File: src/rtl/parity_frame_ctrl.sv
`default_nettype none
// +--------------------------------------------------------------------------+
// | parity_frame_ctrl : frames FRAME_LEN bytes with per-byte parity plus an  |
// | LRC trailer. Optional input-parity check: PARITY_FRAME_CHECK_EN.         |
// | Rev 1.0                                                                  |
// +--------------------------------------------------------------------------+
module parity_frame_ctrl #(
  parameter int FRAME_LEN  = 4,
  parameter bit ODD_PARITY = 1'b0
) (
  input  logic       clk,
  input  logic       rst,
  input  logic       start,
  input  logic       in_valid,
  output logic       in_ready,
  input  logic [7:0] data_in,
  output logic       out_valid,
  input  logic       out_ready,
  output logic [7:0] data_out,
  output logic       par_out,
  output logic       out_last,
  output logic       busy,
  output logic [7:0] frame_cnt
`ifdef PARITY_FRAME_CHECK_EN
  ,
  input  logic       par_in,
  output logic       par_err
`endif
);

  typedef enum logic [1:0] {
    S_IDLE    = 2'd0,
    S_DATA    = 2'd1,
    S_TRAILER = 2'd2,
    S_FLUSH   = 2'd3
  } state_t;

  localparam logic       c_odd      = ODD_PARITY;
  localparam logic [7:0] c_last_idx = 8'(FRAME_LEN - 1);

  state_t     r_state;
  logic [7:0] r_lrc;
  logic [7:0] r_cnt;

  logic w_slot_free;
  logic w_out_hs;
  logic w_in_hs;
  logic w_in_par;
  logic w_lrc_par;

  // The output register is the only buffer: it may be refilled in the same
  // cycle its current content is taken downstream.
  assign w_slot_free = !out_valid || out_ready;
  assign w_out_hs    = out_valid && out_ready;
  assign in_ready    = (r_state == S_DATA) && w_slot_free;
  assign w_in_hs     = in_valid && in_ready;
  assign w_in_par    = (^data_in) ^ c_odd;
  assign w_lrc_par   = (^r_lrc) ^ c_odd;
  assign busy        = (r_state != S_IDLE);

  always_ff @(posedge clk or posedge rst) begin
    if (rst) begin
      r_state   <= S_IDLE;
      r_lrc     <= 8'd0;
      r_cnt     <= 8'd0;
      out_valid <= 1'b0;
      data_out  <= 8'd0;
      par_out   <= 1'b0;
      out_last  <= 1'b0;
      frame_cnt <= 8'd0;
`ifdef PARITY_FRAME_CHECK_EN
      par_err   <= 1'b0;
`endif
    end else begin
      // A taken beat empties the slot unless a load below refills it.
      if (w_out_hs) begin
        out_valid <= 1'b0;
      end

      case (r_state)
        S_IDLE: begin
          if (start) begin
            r_state <= S_DATA;
            r_lrc   <= 8'd0;
            r_cnt   <= 8'd0;
`ifdef PARITY_FRAME_CHECK_EN
            par_err <= 1'b0;
`endif
          end
        end

        S_DATA: begin
          if (w_in_hs) begin
            data_out  <= data_in;
            par_out   <= w_in_par;
            out_last  <= 1'b0;
            out_valid <= 1'b1;
            r_lrc     <= r_lrc ^ data_in;
            r_cnt     <= r_cnt + 8'd1;
`ifdef PARITY_FRAME_CHECK_EN
            if (par_in != w_in_par) begin
              par_err <= 1'b1;
            end
`endif
            if (r_cnt == c_last_idx) begin
              r_state <= S_TRAILER;
            end
          end
        end

        S_TRAILER: begin
          if (w_slot_free) begin
            data_out  <= r_lrc;
            par_out   <= w_lrc_par;
            out_last  <= 1'b1;
            out_valid <= 1'b1;
            r_state   <= S_FLUSH;
          end
        end

        S_FLUSH: begin
          if (w_out_hs) begin
            frame_cnt <= frame_cnt + 8'd1;
            r_state   <= S_IDLE;
          end
        end

        default: r_state <= S_IDLE;
      endcase
    end
  end

endmodule
`default_nettype wire

File: config.mk
export PLATFORM = sky130hd
export DESIGN_NAME = parity_frame_ctrl
export DESIGN_NICKNAME = d
export VERILOG_FILES = /design/src/rtl/parity_frame_ctrl.sv
export SDC_FILE = /design/constraint.sdc
export NUM_CORES = 1
export LEC_CHECK = 0
export CAP_MARGIN = 20
export CELL_PAD_IN_SITES_DETAIL_PLACEMENT = 0
export CELL_PAD_IN_SITES_GLOBAL_PLACEMENT = 1
export CORE_UTILIZATION = 44
export CTS_CLUSTER_DIAMETER = 120
export CTS_CLUSTER_SIZE = 28
export DETAILED_ROUTE_END_ITERATION = 16
export GPL_TIMING_DRIVEN = 1
export PLACE_DENSITY_LB_ADDON = 0.15
export SYNTH_ARGS = -nofsm -noshare
export SYNTH_HDL_FRONTEND = slang
export SYNTH_SLANG_ARGS = --single-unit
File: constraint.sdc
create_clock -name clk -period 6.08 [get_ports clk]
set_clock_uncertainty 0.2 [all_clocks]
set_input_delay 1.216 -clock clk [delete_from_list [all_inputs] [get_ports clk]]
set_output_delay 1.216 -clock clk [all_outputs]
set_load 0.02 [all_outputs]
After elaboration in Yosys (flattened, before gate mapping):

Cells that the tools add are included.

* add/subtract/negate cells: 2
* multipliers: 0
* divide/modulo/power cells: 0
* $lt $le $gt $ge: 0
* eq/ne operators: 9
* shifts and indexed selects: 0
* mux-type cells: 24
* bitwise logic cells: 1
* reductions and logical operators: 15

Operator list (number)
* one-hot mux 8 bit (2 select lines): 3
* two-way mux 8 bit: 5
* adder 8 x 1 -> 8 bit, second input constant: 2
* XOR reduction 8 bit: 2
* two-way mux 2 bit: 5
* equality test 8 x 2 -> 1 bit, second input constant: 1
* != test 2 bit, second input constant: 4
* one-hot mux 2 bit (4 select lines): 1
* XOR 8 bit: 1
* two-way mux 1 bit: 7
* one-hot mux 1 bit (2 select lines): 3
* AND reduction 3 bit: 2
* nonzero test 2 bit: 3
* AND reduction 5 bit: 1
* equality test 2 bit, second input constant: 2
* logical AND 1 bit: 3
* equality test 2 x 1 -> 1 bit, second input constant: 1
* logical NOT 2 bit: 1
* != test 2 x 1 -> 1 bit, second input constant: 1
* AND reduction 2 bit: 1
* logical NOT 1 bit: 1
* logical OR 1 bit: 1

* register bits after elaboration: 37
* bits in latches: 0
* RAM bits: 0
* ROM bits: 0
* bits of input ports: 13
* output and inout bits: 21
* logic and storage cells: 59
* memories kept: 0

Longest topological paths before layout:

Gate-level depths: netlist (run 1).

* depth in word-level cells: 6
* depth in mapped cells: 8

Worst setup path before layout (run 1):

No wires, ideal clock.

* kind: input port to output port
* from: input port out_ready
* to: output port in_ready
* arrival: 1.585 ns
* data required time: 4.664 ns
* setup slack: 3.079 ns
* cell stages on the path: 2
* path buffers: 0
* cells stage by stage: nand2b_4 -> and2_1

* longest elaborated chain between the ends: 2

RTL lines
* from (decl): line 18 `input logic out_ready,`
* logical OR 1 bit: line 53 `assign w_slot_free = !out_valid || out_ready;`
* logical AND 1 bit: line 55 `assign in_ready = (r_state == S_DATA) && w_slot_free;`
* to (decl): line 15 `output logic in_ready,`

Every way passes these cells.

Worst setup path after layout (run 1):

Ends and elaborated chain as after synthesis.

==> impl.org, run 1 <==
** Placed design
- Setup slack after placement :: 2014 ps
- The congestion estimate from routability-driven global placement came to 0.7669.
- The wire-length estimate of the detail-placed layout is 3220 um.
- Input and output buffers added on the ports amount to 33.
- Total instance count after detailed placement :: 284

** Pwr
- In this run the static leakage power is 1.041 nW.
- Worst supply voltage drop on vdd :: 0.1185 mV
- In this run, flip-flops and latches consume 54.9% of the power.
- Sw Ratio :: 23.53%
- Power density normalized to cell area :: 178.0 nW/um^2
- Clock share of power :: 36.4%
- For this design the total switching power over the nets is 0.1072 mW.
- Combinational logic is responsible for 8.7% of the overall power.
- Summing internal, switching and leakage power gives 0.4556 mW.
- Pint :: 0.3484 mW

** Critical path
- At the worst endpoint, the required time is 4660 ps.
- Most repeated library cell on the critical path :: clkdlybuf4s50_1
- Cell chain of the critical path :: clkdlybuf4s50_1, nand2b_4, and2_1, clkdlybuf4s50_1
- Data arrives at the worst endpoint at 2650 ps.
- In this run the worst path has a maximum fanout of 4.
- Critical path endpoint category :: output port
- The critical path is of the in -> out type.
- The worst setup path is launched from an input port.
- Stage delay of the slowest cell on the critical path :: 600 ps
- For this design, the slowest cell found on the critical path is clkdlybuf4s50_1.

** Timing
- The worst path uses 66.82% of the clock period.
- The worst path in the final design needs a cycle of 4063 ps, including I/O delays and setup.
- Worst Setup Slack, final :: 2017 ps
- Setup violations remaining at the end of the flow were counted as 0.
- In this run the tightest slew margin relative to its limit is 43.15%.
- Least-Margin Pin Slew :: 849.7 ps
- Setup repair after global routing left no endpoint under its margin.
- Slew Limit Fails :: 0
- After routing, the total negative slack on setup checks comes to 0 ps.
- The hold violation count in the final report is 0.
- Maximum achievable frequency :: 246.1 MHz

** Run
- The tool flagged a number of max-cap violations equal to 0.

** Yosys
- Ys flop type :: dfrtp_1
- The Yosys step of the flow raised 0 warnings.
- When the netlist entered floorplanning its net count stood at 228.
- Commonest cells in the synthesized netlist :: dfrtp_1, xnor2_1, a21oi_1
- Number of flip-flops and latches in the synthesized netlist :: 37
- Top cell type's share of synthesized area :: 43.74%
- Yosys cell types :: 36
- Area of the mapped netlist :: 2117 sq um
- Async S/R FF share, synth :: 100.0%
- Sequential cells were found to cover 43.74% of the synthesized design area.
- By instance count, the leading cell after synthesis is dfrtp_1.
- Number of enable flip-flop cells after synthesis :: 0
- Sorting the synthesized cells by area gives the leading types as dfrtp_1, xnor2_1, mux2i_1, ha_1, nand2b_1.
- dfrtp_1 takes more of the synthesized area than any other cell.
- In the synthesized netlist, the number of instances is 208.
- Mean Syn Cell Area :: 10.18 sq um

** Floorplanning
- For this configuration, the core starts out at a cell density of 47.32%.
- Number of rows created at floorplan :: 24
- Die Outline Area :: 5093 sq um
- The floorplan step defined a core boundary enclosing 4474 sq um.
- The floorplan step set the die width to 71.37 um.
- From bottom edge to top edge, the die measures 71.37 um.
- For this design the top-level I/O count stands at 34.

** Global route
- Number of antenna violations at the first check in global routing :: 0
- Largest net degree at the start of global routing :: 38
- The via count of the first global-routing pass came to 1667.
- Combined global-route utilization of all metal layers :: 19.75%
- Global-route wire length before repair :: 7734 um
- For this run the aggregate overflow at the end of global routing stands at 0.

** Clock network
- Post-CTS repair changed the size of 0 cells.
- Hold buffer count at CTS :: 0
- Buffers inserted during clock tree synthesis total 5.
- Buffers inserted by post-CTS timing repair :: 0
- Number of sinks handled by clock tree synthesis :: 37
- Worst skew pair latency :: 290 ps
- The cell sitting at the root of the clock tree is a clkbuf_8.
- Number of levels in the clock H-tree :: 2
- CTS clock-pin slew for the worst setup and hold paths :: 70 ps
- The longest clock path from root to sink contains 2 buffers.
- TritonCTS clock tree :: built

** Finish
- In the final design database the tool counted 259 nets.
- Number of non-filler instances in the completed layout :: 292
- P&R area growth vs syn :: 20.86%
- Fill cells in the final layout number 386.
- Cells with a size suffix above 1 make up 7.083% of the layout.
- The repair_antennas step left the layout with diodes totalling 0.

** Detailed routing
- Initial DRT Pass Iterations :: 10
- The count of nets left with antenna violations once routing finished came out at 0.
- After detailed routing, the number of vias per cell comes to 5.610.
- Wirelength per Cell :: 15.82 um
- Summing over every cut layer, the via total after detailed routing is 1638.
- After detailed routing, the number of remaining DRC violations is 1.
- For this block, the initial DRC count from the detailed router was 142.
- For this block, the routed nets add up to 4620 um of wire.

** Outcome
- The run finished, with violations left.
- Violated checks :: DRC

** Hold path
- The worst hold path belongs to the class reg -> reg.
final timing paths:
check,start,endpoint,slack (ps),cells after the start
worst max-delay path,out_ready,in_ready,2020,4
worst min-delay path,frame_cnt[7]$_DFFE_PP0P_,frame_cnt[7]$_DFFE_PP0P_,270,1
worst max register to register,r_state[1]$_DFFE_PP0P_,r_cnt[0]$_DFFE_PP0P_,3270,5
worst min register to register,frame_cnt[7]$_DFFE_PP0P_,frame_cnt[7]$_DFFE_PP0P_,270,1
max in group asynchronous,rst,r_lrc[2]$_DFFE_PP0P_,4190,3
min in group asynchronous,rst,frame_cnt[0]$_DFFE_PP0P_,1150,3
cell families after synthesis:
kind of cell    synth area share, %
compound gates                15.60
xor+xnor                      8.688
flops                         43.74
fa+ha+maj                     4.137
mux                           6.738
buf+inv                       3.841
simple gates                  17.26
power groups by stage:
stage          combinational (mW)  sequential, mW  clock [mW]
2_1_floorplan              0.0168           0.258           0
3_3_place_gp               0.0397           0.255           0
3_5_place_dp               0.0404           0.255           0
4_1_cts                    0.0406           0.250       0.169
5_1_grt                    0.0437           0.250       0.182
6_report                   0.0398           0.250       0.166
layer usage:
layer / global-route usage (%) / part of all wire [%] / vias up / wire length (um)
met4: 6.000 / 1.1 / 0 / 52
li1: - / - / 793 / -
met3: 4.782 / 3.3 / 6 / 152
met1: 25.43 / 47 / 805 / 2163
met2: 33.02 / 49 / 34 / 2251
met5: 0 / 0 / - / 0
layout make-up:
cell class              count  area, sq um  area share, %
flip-flops and latches     37        925.9          36.19
repair buffers             36        352.8          13.79
multi-input cells         153         1110          43.37
inverters                   6        22.52         0.8802
clock buffers               6        72.57          2.836
well taps                  52        65.06          2.543
clock inverters             2        10.01         0.3912
critical path, delay by kind of cell:
family	cells	cell delay [ps]
and+or+nand+nor	2	310
buffers and inverters	2	1130
flip-flops by register name (all words and copies together), names as in the netlist:
register and count:
out_last 1, out_valid 1, r_lrc 8, r_state 2
frame_cnt 8, data_out 8, r_cnt 8, par_out 1
placed cells by master, fill, tap and decap left out:
| cell | netlist | final |
|---|---|---|
| clkbuf_1 | 6 | 1 |
| and4_1 | 2 | 2 |
| nor2b_1 | 8 | 8 |
| o311ai_2 | 1 | 1 |
| o41ai_1 | 7 | 7 |
| nor2_1 | 10 | 10 |
| a21oi_1 | 13 | 13 |
| a22o_1 | 5 | 5 |
| clkinv_2 | 0 | 2 |
| and2_1 | 2 | 2 |
| nand2b_4 | 1 | 1 |
| mux2_2 | 2 | 2 |
| clkdlybuf4s50_1 | 0 | 33 |
| a21oi_2 | 1 | 1 |
| mux2i_1 | 12 | 12 |
| a21boi_0 | 1 | 1 |
| dfrtp_1 | 37 | 37 |
| and2b_1 | 1 | 1 |
| nor4_2 | 1 | 1 |
| nand3_1 | 5 | 5 |
| or3_1 | 1 | 1 |
| buf_4 | 0 | 3 |
| a21boi_4 | 1 | 1 |
| inv_1 | 6 | 6 |
| clkbuf_8 | 0 | 5 |
| ha_1 | 7 | 7 |
| o21ai_0 | 9 | 9 |
| nor4b_1 | 1 | 1 |
| o31ai_1 | 5 | 5 |
| nand4_1 | 3 | 3 |
| o221ai_1 | 1 | 1 |
| a2111oi_0 | 2 | 2 |
| nor3_1 | 2 | 2 |
| xnor2_1 | 18 | 18 |
| and3_1 | 4 | 4 |
| xor2_1 | 3 | 3 |
| nand2_1 | 12 | 12 |
| nand2b_1 | 12 | 12 |
stage by stage:
stage                     area (sq um)  util [%]  hold slack [ps]
final                             2559     57.19            272.4
after global routing              2559     57.19            313.5
after CTS                         2559     57.19            275.3
after detailed placement          2476     55.34            261.1
after global placement            2469     55.17            261.8
after floorplan                   2117         -            265.7
Note: power is estimated with default switching activity, not from simulation.
==> run 2: changes to the inputs <==
--- a/config.mk
+++ b/config.mk
@@ -8,7 +8,7 @@
 export CAP_MARGIN = 20
 export CELL_PAD_IN_SITES_DETAIL_PLACEMENT = 0
 export CELL_PAD_IN_SITES_GLOBAL_PLACEMENT = 1
-export CORE_UTILIZATION = 44
+export CORE_UTILIZATION = 37
 export CTS_CLUSTER_DIAMETER = 120
 export CTS_CLUSTER_SIZE = 28
 export DETAILED_ROUTE_END_ITERATION = 16
==> constraint.sdc (replaced) <==
create_clock -name clk -period 3.3 [get_ports clk]
set_clock_uncertainty 0.2 [all_clocks]
set_input_delay 0.66 -clock clk [delete_from_list [all_inputs] [get_ports clk]]
set_output_delay 0.66 -clock clk [all_outputs]
set_load 0.02 [all_outputs]
==> run 2 against run 1 <==
The flow now finishes without violations. Global-route usage shrank 3.3 points. Via count down 2.0%. Sequential power grew 84%. Critical path depth is the same. Clock-buffer cell count unchanged. Total power grew 110%. Final cell count up 8.2%. Utilization down 9.0 points. Setup slack got worse by 1600 ps. Largest cell class unchanged.
==> impl.org, run 2 (synthesized netlist as in run 1, its figures left out) <==
** Finish
- Number of antenna cells inserted :: 0 (unchanged)
- The count of non-filler cells in the finished layout was 316 (was 292).
- The layout cell share with drive strength beyond 1 is 9.016% (was 7.083%).
- The core occupancy in the finished layout came to 48.15% (was 57.19%).
- Commonest cells after routing, fill and taps aside :: dfrtp_1, clkdlybuf4s50_1, xnor2_1, a21oi_1 (unchanged)
- The most common cell after layout, fill and taps aside was dfrtp_1 (unchanged).
- The number of nets at the end of the flow was 263 (was 259).
- Area used by multi-input combinational logic :: 1110 sq um (unchanged)
- The total of fill cells in the finished design is 538 (was 386).
- P&R area growth vs syn :: 25.24% (was 20.86%)
- The area of all sequential standard cells was 925.9 sq um (unchanged).

** Detailed routing
- The number of vias per cell came to 5.082 (was 5.610).
- Initial DRT Pass Iterations :: 4 (was 10)
- Detailed Route Iter0 Violations :: 112 (was 142)
- Antenna Violating Nets Remaining :: 0 (unchanged)
- The routed via count was 1606 (was 1638).
- The post-detailed-route DRC marker count is 0 (was 1).
- Wirelength per Cell :: 14.27 um (was 15.82 um)
- The total detailed-routing wirelength is 4509 um (was 4620 um).

** Pwr
- The highest ir drop seen on vdd was 0.1639 mV (was 0.1185 mV).
- Power density normalized to cell area :: 357.3 nW/um^2 (was 178.0 nW/um^2)
- The leakage component of the power is 1.074 nW (was 1.041 nW).

** Hold path
- The type of the tightest min-delay check is reg -> reg (unchanged).

** Global route
- Met1 layer usage reported by global route :: 22.45% (was 25.43%)
- The met3 global-route usage came to 4.353% (was 4.782%).
- The initial antenna violation count came to 0 (unchanged).
- The global-route total usage across every layer is 16.44% (was 19.75%).
- The remaining global-route overflow came to 0 (unchanged).
- Largest net degree at the start of global routing :: 38 (unchanged)
- Global-route wire length before repair :: 7817 um (was 7734 um)
- Number of global-route vias before repair :: 1580 (was 1667)
- The global routing met2 resource utilization came to 25.04% (was 33.02%).
- Busiest layer in global routing :: met2 (unchanged)

** Clock network
- The number of post-CTS setup repair buffers is 0 (unchanged).
- Number of sinks handled by clock tree synthesis :: 37 (unchanged)
- Hold buffer count at CTS :: 0 (unchanged)
- Worst skew pair latency :: 290 ps (about the same)
- The cell at the root of the clock tree was clkbuf_8 (unchanged).
- The register clock-pin slew on the reported worst setup and hold paths came to 80 ps (was 70 ps).
- The number of buffers between clock root and the deepest sink is 2 (unchanged).
- TritonCTS clock tree :: built (unchanged)
- The number of instances resized during post-cts repair is 0 (unchanged).
- Number of levels in the clock H-tree :: 2 (unchanged)
- The number of CTS-inserted buffers was 5 (unchanged).

** Timing
- The hold violation count in the final report was 0 (unchanged).
- Maximum achievable frequency :: 341.1 MHz
- The max-slew violation count came to 0 (unchanged).
- Worst slew margin :: 64.44% (was 43.15%)
- Post-Route Setup TNS :: 0 ps (unchanged)
- Final critical path time including I/O delays and setup :: 2932 ps
- Least-Margin Pin Slew :: 533.4 ps (was 849.7 ps)
- Unrepaired setup endpoints after global routing: no (unchanged).
- Number of endpoints failing setup at the final stage :: 0 (unchanged)
- Dividing the final minimum period by the clock period gives 88.85%.

** Floorplanning
- The floorplan die height was 77.64 um (was 71.37 um).
- I/O pin count :: 34 (unchanged)
- The initial core utilization was 38.45% (was 47.32%).
- Number of rows created at floorplan :: 27 (was 24)
- Floorplan die width :: 77.64 um (was 71.37 um)
- Die Outline Area :: 6028 sq um (was 5093 sq um)
- Core outline area :: 5507 sq um (was 4474 sq um)

** Run
- The max-capacitance violation count came to 0 (unchanged).

** Critical path
- Endpoint required time on the critical path :: 2440 ps (was 4660 ps)
- Critical path endpoint category :: output port (unchanged)
- Biggest fanout along the worst timing path :: 4 (unchanged)
- The data arrival time of the worst path was 2070 ps (was 2650 ps).
- Startpoint class of the critical path :: input port (unchanged)
- Critical Setup Path Class :: in -> out (unchanged)

** Outcome
- Outcome :: complete, no violations (was finished with violations)

** Placed design
- HPWL reported at the end of detailed placement :: 3186 um (was 3220 um)
- The global placement routability congestion is 0.7222 (was 0.7669).
- IO Port Bufs :: 33 (unchanged)
- Total instance count after detailed placement :: 308 (was 284)
## run 2: cell count changes in the layout (fill, tap and decap cells not counted), sizes merged
cell and delta:
buf +4, clkinvlp +1, clkinv -2, bufinv +1
## run 2: critical path, cell delays in order
cell and delay [ps]:
clkdlybuf4s50_1 510, nand2b_4 170, and2_1 130, clkdlybuf4s50_1 600
## run 2: worst paths after layout
path                       cells after the start                       end                      from  slack (ps)
setup / recovery                               4                  in_ready                 out_ready         370
hold / removal                                 1  frame_cnt[7]$_DFFE_PP0P_  frame_cnt[7]$_DFFE_PP0P_         290
setup reg to reg                               6      r_cnt[7]$_DFFE_PP0P_    r_state[1]$_DFFE_PP0P_         820
hold reg to reg                                1  frame_cnt[7]$_DFFE_PP0P_  frame_cnt[7]$_DFFE_PP0P_         290
max in group asynchronous                      3    r_state[0]$_DFFE_PP0P_                       rst        1980
min in group asynchronous                      3   data_out[7]$_DFFE_PP0P_                       rst         580
## run 2: final cells by class
class	count	share of cell area (%)
well taps	72	3.398
inverters	6	0.8495
multi-input cells	153	41.86
clock inverters	2	1.416
repair buffers	40	14.44
flip-flops and latches	37	34.92
clock buffers	6	3.115
## run 2: per-stage QoR
stage | hold slack, ps | cell area [sq um] | power, mW | worst slack, ps
2_1_floorplan | 265.7 | 2117 | 0.5067 | 989.6
3_3_place_gp | 260.6 | 2531 | 0.5447 | 371.1
3_5_place_dp | 281.1 | 2531 | 0.5457 | 359.9
4_1_cts | 298.8 | 2651 | 0.9624 | 358.7
5_1_grt | 309.6 | 2651 | 0.9947 | 297.6
6_report | 286.7 | 2651 | 0.9474 | 367.9
## run 2: routing by layer
layer | vias up | part of all wire [%]
li1 | 803 | -
met1 | 761 | 49
met2 | 35 | 45
met3 | 7 | 4.3
met4 | 0 | 1.4
met5 | - | 0
## run 2: power breakdown
| part | internal (mW) | switching, mW | leakage [nW] |
|---|---|---|---|
| Sequential | 0.458 | 0.00238 | 0.478 |
| Combinational | 0.0373 | 0.0367 | 0.538 |
| Clock | 0.246 | 0.167 | 0.0574 |
